<file path="config.mk">
export PLATFORM = sky130hd
export DESIGN_NAME = alu_cmd_issuer_flat
export DESIGN_NICKNAME = d
export VERILOG_FILES = /design/src/rtl/alu_cmd_issuer_pkg.sv /design/src/rtl/alu_cmd_issuer_if.sv /design/src/rtl/alu_sync_fifo.sv /design/src/rtl/alu_cmd_issuer.sv /design/src/flat_wrapper.sv
export SDC_FILE = /design/constraint.sdc
export NUM_CORES = 1
export LEC_CHECK = 0
export ABC_AREA = 1
export CORE_UTILIZATION = 50
export CTS_CLUSTER_SIZE = 12
export DETAILED_ROUTE_END_ITERATION = 10
export GPL_TIMING_DRIVEN = 0
export PLACE_DENSITY = 0.74
export REMOVE_ABC_BUFFERS = 1
export SLEW_MARGIN = 20
export SYNTH_ARGS = -nofsm -noshare
export SYNTH_HDL_FRONTEND = slang
export SYNTH_SLANG_ARGS = --single-unit
</file>
<file path="constraint.sdc">
create_clock -name clk -period 2.7 [get_ports clk]
set_input_delay 0.405 -clock clk [delete_from_list [all_inputs] [get_ports clk]]
set_output_delay 0.405 -clock clk [all_outputs]
set_load 0.02 [all_outputs]
</file>
<file path="src/rtl/alu_cmd_issuer_pkg.sv">
// rtl/alu_cmd_issuer_pkg.sv - shared widths, op encodings and command/response records
package alu_cmd_issuer_pkg;

  localparam int DATA_W = 8;
  localparam int OP_W   = 2;
  localparam int TAG_W  = 4;

  typedef enum logic [OP_W-1:0] {
    OP_ADD = 2'd0,
    OP_SUB = 2'd1,
    OP_AND = 2'd2,
    OP_OR  = 2'd3
  } alu_op_e;

  typedef struct packed {
    logic [DATA_W-1:0] a;
    logic [DATA_W-1:0] b;
    alu_op_e           op;
    logic [TAG_W-1:0]  tag;
  } alu_cmd_t;

  typedef struct packed {
    logic [DATA_W-1:0] out;
    logic              c;
    logic [TAG_W-1:0]  tag;
  } alu_rsp_t;

endpackage

</file>
<file path="src/rtl/alu_cmd_issuer_if.sv">
// rtl/alu_cmd_issuer_if.sv - command, ALU and response channels of the issuer
interface alu_cmd_issuer_if;
  import alu_cmd_issuer_pkg::*;

  logic              cmd_valid;
  logic              cmd_ready;
  logic [DATA_W-1:0] cmd_a;
  logic [DATA_W-1:0] cmd_b;
  logic [OP_W-1:0]   cmd_op;
  logic [TAG_W-1:0]  cmd_tag;

  logic [DATA_W-1:0] alu_a;
  logic [DATA_W-1:0] alu_b;
  logic [OP_W-1:0]   alu_op;
  logic [DATA_W-1:0] alu_out;
  logic              alu_c;

  logic              rsp_valid;
  logic              rsp_ready;
  logic [DATA_W-1:0] rsp_out;
  logic              rsp_c;
  logic [TAG_W-1:0]  rsp_tag;

  // master is the issuer itself; slave is the command source, ALU and response sink
  modport master (
    input  cmd_valid, cmd_a, cmd_b, cmd_op, cmd_tag,
    output cmd_ready,
    output alu_a, alu_b, alu_op,
    input  alu_out, alu_c,
    output rsp_valid, rsp_out, rsp_c, rsp_tag,
    input  rsp_ready
  );

  modport slave (
    output cmd_valid, cmd_a, cmd_b, cmd_op, cmd_tag,
    input  cmd_ready,
    input  alu_a, alu_b, alu_op,
    output alu_out, alu_c,
    input  rsp_valid, rsp_out, rsp_c, rsp_tag,
    output rsp_ready
  );

endinterface

</file>
<file path="src/rtl/alu_sync_fifo.sv">
// rtl/alu_sync_fifo.sv - synchronous FIFO with wrap-bit pointers
module alu_sync_fifo #(
  parameter  int WIDTH = 8,
  parameter  int DEPTH = 4,
  localparam int AW    = $clog2(DEPTH)
) (
  input  logic             clk,
  input  logic             rst_n,
  input  logic             push,
  input  logic             pop,
  input  logic [WIDTH-1:0] din,
  output logic [WIDTH-1:0] dout,
  output logic             full,
  output logic             empty,
  output logic [AW:0]      count
);

  localparam logic [AW:0] PTR_ONE = (AW + 1)'(1);

  logic [WIDTH-1:0] mem_q [DEPTH];
  logic [AW:0]      wr_ptr_q, rd_ptr_q;
  logic             wr_en, rd_en;

  // a pop frees the head slot in the same edge, so a full FIFO may still take a push
  assign wr_en = push && (!full || pop);
  assign rd_en = pop && !empty;

  always_ff @(posedge clk or negedge rst_n) begin
    if (!rst_n) begin
      wr_ptr_q <= '0;
      rd_ptr_q <= '0;
    end else begin
      if (wr_en) wr_ptr_q <= wr_ptr_q + PTR_ONE;
      if (rd_en) rd_ptr_q <= rd_ptr_q + PTR_ONE;
    end
  end

  always_ff @(posedge clk) begin
    if (wr_en) mem_q[wr_ptr_q[AW-1:0]] <= din;
  end

  assign full  = (wr_ptr_q[AW] != rd_ptr_q[AW]) && (wr_ptr_q[AW-1:0] == rd_ptr_q[AW-1:0]);
  assign empty = (wr_ptr_q == rd_ptr_q);
  assign count = wr_ptr_q - rd_ptr_q;
  // stale entries stay hidden after a flush
  assign dout  = empty ? '0 : mem_q[rd_ptr_q[AW-1:0]];

endmodule

</file>
<file path="src/rtl/alu_cmd_issuer.sv">
// rtl/alu_cmd_issuer.sv - buffers tagged commands, issues them to the ALU, returns results
module alu_cmd_issuer
  import alu_cmd_issuer_pkg::*;
#(
  parameter  int CMD_DEPTH = 4,
  parameter  int RSP_DEPTH = 4,
  parameter  int ALU_LAT   = 1,
  localparam int INF_W     = $clog2(ALU_LAT + 2)
) (
  input  logic             clk,
  input  logic             rst_n,
  alu_cmd_issuer_if.master bus,
  output logic [INF_W-1:0] inflight,
  output logic             busy
);

  localparam int CMD_CW = $clog2(CMD_DEPTH) + 1;
  localparam int RSP_CW = $clog2(RSP_DEPTH) + 1;
  localparam int SUM_W  = ((RSP_CW > INF_W) ? RSP_CW : INF_W) + 1;

  alu_cmd_t          cmd_din, cmd_dout;
  alu_rsp_t          rsp_din, rsp_dout;
  logic              cmd_push, cmd_full, cmd_empty;
  logic              rsp_pop, rsp_full, rsp_empty;
  logic [CMD_CW-1:0] cmd_count;
  logic [RSP_CW-1:0] rsp_count;
  logic [SUM_W-1:0]  credits_used;
  logic              issue, capture;

  logic [DATA_W-1:0] alu_a_q, alu_b_q;
  alu_op_e           alu_op_q;
  logic [ALU_LAT:0]  vld_sr_q, vld_sr_d;
  logic [TAG_W-1:0]  tag_sr_q [ALU_LAT+1];
  logic [INF_W-1:0]  inflight_q, inflight_d;

  assign cmd_push = bus.cmd_valid && !cmd_full;
  assign cmd_din  = '{a: bus.cmd_a, b: bus.cmd_b, op: alu_op_e'(bus.cmd_op), tag: bus.cmd_tag};

  alu_sync_fifo #(.WIDTH($bits(alu_cmd_t)), .DEPTH(CMD_DEPTH)) u_cmd_fifo (
    .clk   (clk),
    .rst_n (rst_n),
    .push  (cmd_push),
    .pop   (issue),
    .din   (cmd_din),
    .dout  (cmd_dout),
    .full  (cmd_full),
    .empty (cmd_empty),
    .count (cmd_count)
  );

  // every slot already holding or owed a result counts against the response FIFO
  assign credits_used = SUM_W'(rsp_count) + SUM_W'(inflight_q);
  assign issue        = !cmd_empty && (credits_used < SUM_W'(RSP_DEPTH));
  assign capture      = vld_sr_q[ALU_LAT];

  always_comb begin
    vld_sr_d   = {vld_sr_q[ALU_LAT-1:0], issue};
    inflight_d = inflight_q;
    unique case ({issue, capture})
      2'b10:   inflight_d = inflight_q + INF_W'(1);
      2'b01:   inflight_d = inflight_q - INF_W'(1);
      default: inflight_d = inflight_q;
    endcase
  end

  always_ff @(posedge clk or negedge rst_n) begin
    if (!rst_n) begin
      alu_a_q    <= '0;
      alu_b_q    <= '0;
      alu_op_q   <= OP_ADD;
      vld_sr_q   <= '0;
      inflight_q <= '0;
      for (int i = 0; i <= ALU_LAT; i++) tag_sr_q[i] <= '0;
    end else begin
      if (issue) begin
        alu_a_q  <= cmd_dout.a;
        alu_b_q  <= cmd_dout.b;
        alu_op_q <= cmd_dout.op;
      end
      vld_sr_q    <= vld_sr_d;
      inflight_q  <= inflight_d;
      // tags ride alongside the valid bits; only slots with a valid bit are ever used
      tag_sr_q[0] <= cmd_dout.tag;
      for (int i = 1; i <= ALU_LAT; i++) tag_sr_q[i] <= tag_sr_q[i-1];
    end
  end

  assign rsp_din = '{out: bus.alu_out, c: bus.alu_c, tag: tag_sr_q[ALU_LAT]};
  assign rsp_pop = !rsp_empty && bus.rsp_ready;

  alu_sync_fifo #(.WIDTH($bits(alu_rsp_t)), .DEPTH(RSP_DEPTH)) u_rsp_fifo (
    .clk   (clk),
    .rst_n (rst_n),
    .push  (capture),
    .pop   (rsp_pop),
    .din   (rsp_din),
    .dout  (rsp_dout),
    .full  (rsp_full),
    .empty (rsp_empty),
    .count (rsp_count)
  );

  rsp_no_overflow: assert property (@(posedge clk) disable iff (!rst_n) !(capture && rsp_full));

  assign bus.cmd_ready = !cmd_full;
  assign bus.alu_a     = alu_a_q;
  assign bus.alu_b     = alu_b_q;
  assign bus.alu_op    = alu_op_q;
  assign bus.rsp_valid = !rsp_empty;
  assign bus.rsp_out   = rsp_dout.out;
  assign bus.rsp_c     = rsp_dout.c;
  assign bus.rsp_tag   = rsp_dout.tag;
  assign inflight      = inflight_q;
  assign busy          = (cmd_count != '0) || !rsp_empty || (inflight_q != '0);

endmodule

</file>
<file path="src/flat_wrapper.sv">
// flat-port wrapper written by rule: the top's interface ports become plain ports
module alu_cmd_issuer_flat import alu_cmd_issuer_pkg::*;
#(
  parameter  int CMD_DEPTH = 4,
  parameter  int RSP_DEPTH = 4,
  parameter  int ALU_LAT   = 1,
  localparam int INF_W     = $clog2(ALU_LAT + 2)
)
  (clk, rst_n, inflight, busy, bus_cmd_valid, bus_cmd_a, bus_cmd_b, bus_cmd_op, bus_cmd_tag, bus_cmd_ready, bus_alu_a, bus_alu_b, bus_alu_op, bus_alu_out, bus_alu_c, bus_rsp_valid, bus_rsp_out, bus_rsp_c, bus_rsp_tag, bus_rsp_ready);
  alu_cmd_issuer_if bus_i ();
  input  logic clk;
  input  logic rst_n;
  output logic [INF_W-1:0] inflight;
  output logic busy;
  input wire logic [$bits(bus_i.cmd_valid)-1:0] bus_cmd_valid;
  input wire logic [$bits(bus_i.cmd_a)-1:0] bus_cmd_a;
  input wire logic [$bits(bus_i.cmd_b)-1:0] bus_cmd_b;
  input wire logic [$bits(bus_i.cmd_op)-1:0] bus_cmd_op;
  input wire logic [$bits(bus_i.cmd_tag)-1:0] bus_cmd_tag;
  output wire logic [$bits(bus_i.cmd_ready)-1:0] bus_cmd_ready;
  output wire logic [$bits(bus_i.alu_a)-1:0] bus_alu_a;
  output wire logic [$bits(bus_i.alu_b)-1:0] bus_alu_b;
  output wire logic [$bits(bus_i.alu_op)-1:0] bus_alu_op;
  input wire logic [$bits(bus_i.alu_out)-1:0] bus_alu_out;
  input wire logic [$bits(bus_i.alu_c)-1:0] bus_alu_c;
  output wire logic [$bits(bus_i.rsp_valid)-1:0] bus_rsp_valid;
  output wire logic [$bits(bus_i.rsp_out)-1:0] bus_rsp_out;
  output wire logic [$bits(bus_i.rsp_c)-1:0] bus_rsp_c;
  output wire logic [$bits(bus_i.rsp_tag)-1:0] bus_rsp_tag;
  input wire logic [$bits(bus_i.rsp_ready)-1:0] bus_rsp_ready;
  assign bus_i.cmd_valid = bus_cmd_valid;
  assign bus_i.cmd_a = bus_cmd_a;
  assign bus_i.cmd_b = bus_cmd_b;
  assign bus_i.cmd_op = bus_cmd_op;
  assign bus_i.cmd_tag = bus_cmd_tag;
  assign bus_cmd_ready = bus_i.cmd_ready;
  assign bus_alu_a = bus_i.alu_a;
  assign bus_alu_b = bus_i.alu_b;
  assign bus_alu_op = bus_i.alu_op;
  assign bus_i.alu_out = bus_alu_out;
  assign bus_i.alu_c = bus_alu_c;
  assign bus_rsp_valid = bus_i.rsp_valid;
  assign bus_rsp_out = bus_i.rsp_out;
  assign bus_rsp_c = bus_i.rsp_c;
  assign bus_rsp_tag = bus_i.rsp_tag;
  assign bus_i.rsp_ready = bus_rsp_ready;
  alu_cmd_issuer #(.CMD_DEPTH(CMD_DEPTH), .RSP_DEPTH(RSP_DEPTH), .ALU_LAT(ALU_LAT)) u_core (.clk(clk), .rst_n(rst_n), .bus(bus_i), .inflight(inflight), .busy(busy));
endmodule
</file>
Yosys cells after proc, flatten, opt, wreduce, memory -nomap -nowiden
Memories as Yosys holds them, arrays and structs flattened. Cells that the tools add are included.

Add/subtract/negate cells: 9. Mux-type cells: 7. Reductions and logical operators: 20. $lt $le $gt $ge: 1. Equality and inequality tests: 8.

Operator list (count): $mux 22 (1); $mux 13 (1); $add 3x1->3 const B (4); $logic_and 1x1->1 (9); $eq 3x3->1 (2); $sub 3x3->3 (2); $add 3x2->4 (1); $eq 2x2->1 (2); $logic_not 1->1 (4); $logic_or 1x1->1 (4); $lt 4x3->1 const B (1); $mux 1 (4); $pmux 2 s2 (1); $reduce_bool 2->1 (2); $reduce_bool 3->1 (1); $add 2x1->2 const B (1); $eq 2x1->1 const B (1); $eq 2x2->1 const B (1); $ne 1x1->1 (2); $sub 2x1->2 const B (1).

Memories kept: 2. Register bits after elaboration: 42. Input port bits: 35. Logic and storage cells: 58. Output and inout bits: 36. Bits in writable memories: 140.

Memories: u_core.u_cmd_fifo.mem_q (words 4, width 22, read ports 1, clocked after memory_dff 0, write ports 1, RTL line alu_sync_fifo.sv:20) `logic [WIDTH-1:0] mem_q [DEPTH];`; u_core.u_rsp_fifo.mem_q (words 4, width 13, read ports 1, clocked after memory_dff 0, write ports 1, RTL line alu_sync_fifo.sv:20).

Depth between registers and ports, before layout
Gate-level depths: netlist (run 1).

Word-level depth: 8. Depth in mapped cells: 14. Depth with buffers taken out: 13.

By module
A second synthesis (run 1) with hierarchy kept.

Cells, all modules: 653. Area, all modules: 7639.8 um^2.

By module, submodules not included: alu_sync_fifo at u_core.u_cmd_fifo (cells an instance 322, area each 3905.0 um^2, times used 1, sequential area each 2792.7 um^2); alu_sync_fifo at u_core.u_rsp_fifo (cells an instance 216, area each 2544.9 um^2, times used 1, sequential area each 1711.6 um^2); alu_cmd_issuer (cells an instance 115, area each 1189.9 um^2, times used 1, sequential area each 750.7 um^2).

Least setup slack after synthesis (run 1)
No wires, ideal clock.

Path kind: register to register. Start: reg u_core.u_rsp_fifo.rd_ptr_q[1]. End: reg u_core.inflight_q[1] (netlist: u_core.inflight[1]). Arrival time: 2593 ps. Cell stages (with the launch flop): 14. Slack: -24 ps. Library setup time: 131 ps. Path buffers: 2. Data required time: 2569 ps. Clock period less this slack: 2724 ps. Cells stage by stage: dfrtp_1 -> inv_1 -> buf_2 -> fa_1 -> ha_1 -> nand2_1 -> nor2_1 -> nor2_2 -> nand3_4 -> buf_6 -> ha_1 -> a21oi_1 -> o21ai_0 -> xnor2_1.

Longest elaborated chain between the ends: 6. Elaborated cells between the ends (all ways): 8. Classes of those cells: 2 x add/sub; 1 x order compare; 2 x eq/ne; 1 x mux; 2 x reduce/logical.

Ends and longest elaborated chain: start, declared (RTL line alu_sync_fifo.sv:21) `logic [AW:0] wr_ptr_q, rd_ptr_q;`; start signal, assigned (RTL line alu_sync_fifo.sv:34) `if (rd_en) rd_ptr_q <= rd_ptr_q + PTR_ONE;`; $sub 3x3->3 * (RTL line alu_sync_fifo.sv:44) `assign count = wr_ptr_q - rd_ptr_q;`; $add 3x2->4 * (RTL line alu_cmd_issuer.sv:52) `assign credits_used = SUM_W'(rsp_count) + SUM_W'(inflight_q);`; $lt 4x3->1 * (RTL line alu_cmd_issuer.sv:53) `assign issue = !cmd_empty && (credits_used < SUM_W'(RSP_DEPTH));`; $logic_and 1x1->1 * (RTL line alu_cmd_issuer.sv:53); $eq 2x1->1 or $eq 2x2->1 (tied branches) (RTL line alu_cmd_issuer.sv:59) `unique case ({issue, capture})`; $pmux 2 s2 or $reduce_bool 2->1 (tied branches); end signal, assigned (RTL line alu_cmd_issuer.sv:81) `inflight_q <= inflight_d;`; end, declared (RTL line alu_cmd_issuer.sv:34) `logic [INF_W-1:0] inflight_q, inflight_d;`.

Mark *: on every way between the ends. The rest lies on a longest branch, timed or not. A chain may end at the register's enable or synchronous reset.

Worst setup path in the final report (run 1)
Start: reg u_core.u_rsp_fifo.rd_ptr_q[1]. End: out bus_rsp_valid.

Longest elaborated chain between the ends: 2.

Ends and longest elaborated chain: $eq 3x3->1 (RTL line alu_sync_fifo.sv:43) `assign empty = (wr_ptr_q == rd_ptr_q);`; $logic_not 1->1 (RTL line alu_cmd_issuer.sv:109) `assign bus.rsp_valid = !rsp_empty;`; end, declared (RTL line flat_wrapper.sv:26) `output wire logic [$bits(bus_i.rsp_valid)-1:0] bus_rsp_valid;`.

Every way passes these cells.

==> impl_results.md, run 1 <==
* I/O pin count at 71
* Critical path launch point type: flip-flop
* Fillers at between 1,000 and 1,500
* WL per Instance at around 18 um
* Yosys cell types at 28
* Critical path peak fanout at 15
* GR Overflow Total at 0
* Worst r2r src: u_core.u_rsp_fifo.rd_ptr_q[0]$_DFFE_PN0P_
* Skew final at ~0.0072 ns
* Fmax at 368 MHz
* Initial drt markers at roughly 310
* Slowest stage cell on the critical path: dfrtp_4
* Status: complete, but fails checks
* Pre-antenna DRT Iters at 8
* # nets final at between 800 and 900
* Hold Crit Class: in2async
* Total CTS buffers at 17
* Total track usage at approximately a quarter
* # DRC at 0
* Setup-failing EPs final at 1
* Rel. slew slack at approximately 44%
* Placed cell count at between 900 and 1,000
* Ant. Diodes at 0
* Number of global-route vias before repair at approximately 5,500
* Sink Count at between 150 and 200
* Core area at ~15,000 um^2
* Initial core utilization at a little over half
* Final non-filler cell total at just under 1,000
* Reg clk slew, reported paths at ~0.070 ns
* Rows at 44
* Power Density at ~1300 nW/um^2
* Number of enable flip-flop cells after synthesis at 140
* Worst-margin pin slew at approximately 0.84 ns
* Layout area overhead at 22.1%
* Cell Area, Synth at between 7000 and 8000 um^2
* Global-route wire length before repair at roughly 28,000 um
* Minimum clock period at approximately 2.7 ns
* Worst-Skew Late Latency at about 0.43 ns
* YS warnings at 0
* Root Driver: clkbuf_16
* WP data required at between 2 and 2.5 ns
* Period utilisation layout at 101%
* Final count of hold timing violations at 9
* Dpl hpwl at 9710 um
* Footprint of the multi-input gates at between 1500 and 2000 um^2
* R2R Setup Slk at 0.07 ns
* Via/cell ratio at around 5.3
* R2R depth at 12
* WP buf/inv at 5
* Critical path's top delay family: buffers and inverters
* Die X at between 100 and 150 um
* CTS Hold Bufs at 0
* Layout Utilization at about 64%
* FF/Latch Area at 5270 um^2
* Detailed-route via count at between 5,000 and 6,000
* CP max stage delay at ~0.45 ns
* Synth top area share at 54.7%
* Setup Crit Path Kind: reg2out
* Failing checks: negative hold slack, negative setup slack
* Setup WS post-layout at -0.0168 ns
* Final WL at between 15,000 and 20,000 um
* VDD IR-drop max at 0.000616 V
* Largest area contributor in the netlist: edfxtp_1
* Final Max Slew Viols at 0
* Syn Inst Count at roughly 700
* Gp weighted congestion at ~0.70
* R2R Path End: u_core.inflight[1]$_DFFE_PN0P_
* Seq/Total Area, Yosys at 68.4%
* Worst hold slack at -0.00690 ns
* Die Y-Extent at ~130 um
* Layout cells sized above 1 at 12.3%
* Async SR Flop Fraction at a little under a quarter
* Worst Path Arrival at 2.31 ns
* P_leak at between 3 and 4 nW
* Initial antenna violation count at 1
* Yosys reg bits at between 150 and 200
* Post-DRT Antenna Nets at 0
* Die ar. at 15,900 um^2
* Port bufs at 70
* Largest net degree at the start of global routing at 46
* Critical path endpoint category: output port
* Commonest register cell after synthesis: edfxtp_1
* Max Cap Viol at 0
* Largest buffer count on any clock path at 2
* Synth top cells by count: nand2_1, edfxtp_1, inv_1
* CTS H-tree lvls at 4
* Avg Cell Area, Syn at ~11 um^2
* Setup repair after global routing missed its margin: yes
* Most frequent cell after synthesis: nand2_1
* Critical path, cell by cell: clkinvlp_4, buf_8, ha_1, nand2_1, nor2_4, buf_12, inv_1, dlygate4sd2_1
* TritonCTS clock tree: yes
* Ranking of synthesized cells by area: edfxtp_1, dfrtp_1, nand2_1
-- routing by layer --
metal	global-route usage, %	vias to the layer above	share of wire [%]
met3	6.58	49	7.0
li1	-	2446	-
met4	11.9	0	2.7
met5	0	-	0
met2	41.5	204	51
met1	26.2	2504	39
-- state kept, by name, indices dropped and copies added (netlist names), 3 cells and up --
register / count
u_core.u_cmd_fifo.mem_q: 88
u_core.tag_sr_q: 4
u_core.bus.alu_a: 8
u_core.u_rsp_fifo.rd_ptr_q: 3
u_core.u_rsp_fifo.wr_ptr_q: 3
u_core.u_rsp_fifo.mem_q: 52
u_core.bus.alu_b: 8
u_core.u_cmd_fifo.rd_ptr_q: 3
u_core.rsp_din: 4
u_core.u_cmd_fifo.wr_ptr_q: 3
-- power breakdown --
part	switching (mW)	leakage, nW	internal (mW)
logic	3.75	1.86	1.93
clock network	1.03	0.304	1.49
registers	0.405	1.79	3.90
-- stage by stage --
step / total power [mW] / worst slack (ns) / cell area, um^2 / setup TNS (ns)
after floorplan: 7.36 / -0.761 / 7500 / -36.12
after global placement: 9.04 / -1.81 / 8430 / -221.22
after detailed placement: 9.46 / -1.77 / 8590 / -108.92
after CTS: 12.5 / -0.107 / 9360 / -0.107
after global routing: 13.3 / -0.0926 / 9380 / -0.420
final: 12.5 / -0.0168 / 9380 / -0.0168
-- cell type report --
class | instances | area share [%]
inverters | 100 | 4.17
well taps | 184 | 2.45
flip-flops and latches | 182 | 56.2
clock buffers | 24 | 5.69
clock inverters | 8 | 0.853
multi-input cells | 387 | 21.3
repair buffers | 89 | 9.41
-- placed cells by master (no fill, tap or decap), drive strengths merged --
cell type and count:
clkbuf 26, nand3 44, nor3 1, nor2 84
inv 102, buf 32, a21oi 21, clkinv 3
xor2 5, ha 16, edfxtp 140, bufinv 1
nand2 154, dlygate4sd2 2, clkinvlp 2, dfrtp 42
clkdlybuf4s50 53, fa 1, o21ai 37, xnor2 3
nand4 21
-- worst max path at each step --
stage | start | end | slack (ns) | depth (start not counted)
2_1_floorplan | u_core.u_rsp_fifo.rd_ptr_q[0]$_DFFE_PN0P_ | u_core.inflight[1]$_DFFE_PN0P_ | -0.76 | 12
3_3_place_gp | u_core.u_cmd_fifo.rd_ptr_q[1]$_DFFE_PN0P_ | u_core.u_cmd_fifo.mem_q[0][17]$_DFFE_PP_ | -1.81 | 7
3_5_place_dp | u_core.u_rsp_fifo.rd_ptr_q[0]$_DFFE_PN0P_ | u_core.inflight[1]$_DFFE_PN0P_ | -1.77 | 12
4_1_cts | u_core.u_rsp_fifo.rd_ptr_q[0]$_DFFE_PN0P_ | u_core.inflight[1]$_DFFE_PN0P_ | -0.11 | 12
5_1_grt | u_core.u_rsp_fifo.rd_ptr_q[1]$_DFFE_PN0P_ | bus_rsp_valid | -0.09 | 8
6_report | u_core.u_rsp_fifo.rd_ptr_q[1]$_DFFE_PN0P_ | bus_rsp_valid | -0.02 | 8
-- cell families after synthesis --
logic type | after synthesis | share of synthesized area (%)
buffers and inverters | 129 | 7.26
AOI/OAI and AO/OA | 58 | 3.78
DFF | 182 | 68.4
xor gates and xnor gates | 8 | 0.912
and+or+nand+nor | 302 | 16.8
adders and majority gates | 17 | 2.87
-- repair_timing --
action                     CTS  global route
resized for setup           65            21
pin swaps                    3             1
buffers inserted             9             5
cloned                       2             0
setup endpoints to repair  186            63
(Power assumes the default switching activity.)
==> inputs of run 2 (changes only) <==
--- a/config.mk
+++ b/config.mk
@@ -12,6 +12,7 @@
 export GPL_TIMING_DRIVEN = 0
 export PLACE_DENSITY = 0.74
 export REMOVE_ABC_BUFFERS = 1
+export SKIP_CTS_REPAIR_TIMING = 1
 export SLEW_MARGIN = 20
 export SYNTH_ARGS = -nofsm -noshare
 export SYNTH_HDL_FRONTEND = slang
==> run 2 against run 1 <==
  * The run ends with negative setup slack left
  * Clock skew barely moved
  * Final area rose by 1.4%
  * Combinational power rose by 3%
  * Critical path type is now reg2reg
==> impl_results.md, run 2 (same netlist as run 1, synthesis figures left out) <==
* Critical path peak fanout at 6 (-9)
* Setup WS post-layout at -0.0687 ns (-0.0520 ns)
* Setup-failing EPs final at 1 (unchanged)
* Total CTS buffers at 17 (unchanged)
* Slowest stage cell on the critical path: dfrtp_4
* VDD IR-drop max at 0.000716 V (+16%)
* GR Overflow Total at 0 (unchanged)
* Layout Utilization at 64.5% (+0.92 points)
* Skew final at 0.00725 ns (+0.000104 ns)
* Detailed-route via count at 5,295 (+1.8%)
* # nets final at 839 (+1.2%)
* Initial antenna violation count at 1 (unchanged)
* Worst Path Arrival at 3.07 ns (+0.76 ns)
* CP max stage delay at 0.50 ns (+0.05 ns)
* Worst-margin pin slew at 0.875 ns (+0.0353 ns)
* Die X at 126 um (unchanged)
* Power Density at 1330 nW/um^2 (about the same)
* WP buf/inv at 1 (-4)
* TritonCTS clock tree: yes
* Pre-antenna DRT Iters at 5 (-3)
* Rel. slew slack at 41.5% (-2.4 points)
* Initial core utilization at 52.1% (unchanged)
* Final Max Slew Viols at 0 (unchanged)
* Layout cells sized above 1 at 11.6% (-0.65 points)
* Worst-Skew Late Latency at 0.43 ns (about the same)
* Finished Cell Area at 9520 um^2 (+1.4%)
* Layout area overhead at 23.9%
* Reg clk slew, reported paths at 0.06 ns (about the same)
* Critical path endpoint category: flip-flop
* WL per Instance at 17.4 um (-2.5%)
* Post-DP Area at 8590 um^2 (unchanged)
* R2R Setup Slk at -0.07 ns (-0.14 ns)
* Global-route wire length before repair at 26,300 um (-5.3%)
* Final count of hold timing violations at 0 (-9)
* Max Cap Viol at 0 (unchanged)
* Root Driver: clkbuf_16
* Final WL at 17,100 um (-1.5%)
* Number of global-route vias before repair at 5,396 (-1.6%)
* I/O pin count at 71 (unchanged)
* Failing checks: negative setup slack
* Sink Count at 182 (unchanged)
* Critical path, cell by cell: ha_1, inv_1, fa_1, ha_1, nand2_1, nor2_2, nor2_4, nand3_4, ha_4, a21oi_1, o21ai_1, xnor2_1
* Hold Crit Class: in2async
* Placed cell count at 926 (unchanged)
* Commonest non-fill, non-tap cells in the layout: nand2_1, edfxtp_1, inv_1
* Minimum clock period at 2.77 ns (+0.0520 ns)
* P_leak at 4.12 nW (+4.3%)
* Fmax at 361 MHz (-1.9%)
* Ant. Diodes at 0 (unchanged)
* Die Y-Extent at 126 um (unchanged)
* Critical path's top delay family: adder cells
* Max reg flops at 88 (unchanged)
* Commonest non-fill, non-tap cell in the layout: nand2_1
* Period utilisation layout at 103% (+1.9 points)
* Critical path launch point type: flip-flop
* # DRC at 0 (unchanged)
* Largest buffer count on any clock path at 2 (unchanged)
* Final non-filler cell total at 984 (+1.0%)
* CTS H-tree lvls at 4 (unchanged)
* Setup Crit Path Kind: reg2reg
* Port bufs at 70 (unchanged)
* Setup repair after global routing missed its margin: yes
* Largest net degree at the start of global routing at 46 (unchanged)
* Gp weighted congestion at 0.701 (unchanged)
* Rows at 44 (unchanged)
* Status: complete, but fails checks
* Via/cell ratio at 5.38 (+0.73%)
* Die ar. at 15,900 um^2 (unchanged)
* Total track usage at 22.0% (-1.6 points)
* Dpl hpwl at 9710 um (unchanged)
* Post-DRT Antenna Nets at 0 (unchanged)
* DP Worst Slack at -1.77 ns (unchanged)
* Initial drt markers at 333 (+6.1%)
* WP data required at 3.01 ns (+0.71 ns)
* CP dominant cell by count: ha_1
* Core area at 14,800 um^2 (unchanged)
[run 2: final timing paths]
kind,to,startpoint,depth (start not counted)
max,u_core.inflight[1]$_DFFE_PN0P_,u_core.u_rsp_fifo.rd_ptr_q[0]$_DFFE_PN0P_,12
min,u_core.rsp_din[2]$_DFF_PN0_,rst_n,1
max reg2reg,u_core.inflight[1]$_DFFE_PN0P_,u_core.u_rsp_fifo.rd_ptr_q[0]$_DFFE_PN0P_,12
min reg2reg,u_core.vld_sr_q[1]$_DFF_PN0_,u_core.vld_sr_q[0]$_DFF_PN0_,0
max in group asynchronous,u_core.u_cmd_fifo.rd_ptr_q[1]$_DFFE_PN0P_,rst_n,2
min in group clk,u_core.vld_sr_q[1]$_DFF_PN0_,u_core.vld_sr_q[0]$_DFF_PN0_,0
[run 2: routing by layer]
metal  vias to the layer above  track usage [%]  part of all wire, %
met5                         -                0                    0
met4                         0             11.3                  3.0
met3                        46             5.52                  6.4
met2                       197             37.9                   51
met1                      2585             25.4                   40
li1                       2467                -                    -
[run 2: area by class of cell]
cell class | count | area (um^2)
clock buffers | 24 | 534
clock inverters | 8 | 80.1
fillers | 1071 | 5240
inverters | 100 | 392
multi-input cells | 387 | 1960
flip-flops and latches | 182 | 5270
well taps | 184 | 230
repair buffers | 99 | 1050
[run 2: metrics by stage]
stage	hold WS [ns]	TNS, ns	power (mW)
2_1_floorplan	0.109	-36.12	7.36
3_3_place_gp	0.332	-221.22	9.04
3_5_place_dp	0.337	-108.92	9.46
4_1_cts	0.00259	-119.30	12.0
5_1_grt	0.0248	-0.635	13.4
6_report	0.00848	-0.0687	12.7
[run 2: worst reg2reg max path, cell delays in order (launching register included)]
cell and delay, ns:
dfrtp_4 0.50, ha_1 0.19, inv_1 0.09, fa_1 0.45, ha_1 0.28, nand2_1 0.07, nor2_2 0.07, nor2_4 0.19
nand3_4 0.16, ha_4 0.27, a21oi_1 0.13, o21ai_1 0.10, xnor2_1 0.14
[run 2: power by group]
part,switching [mW],internal (mW),total (mW)
Clock,1.03,1.49,2.51
Combinational,3.69,2.17,5.86
Sequential,0.414,3.91,4.32
Total,5.13,7.56,12.7
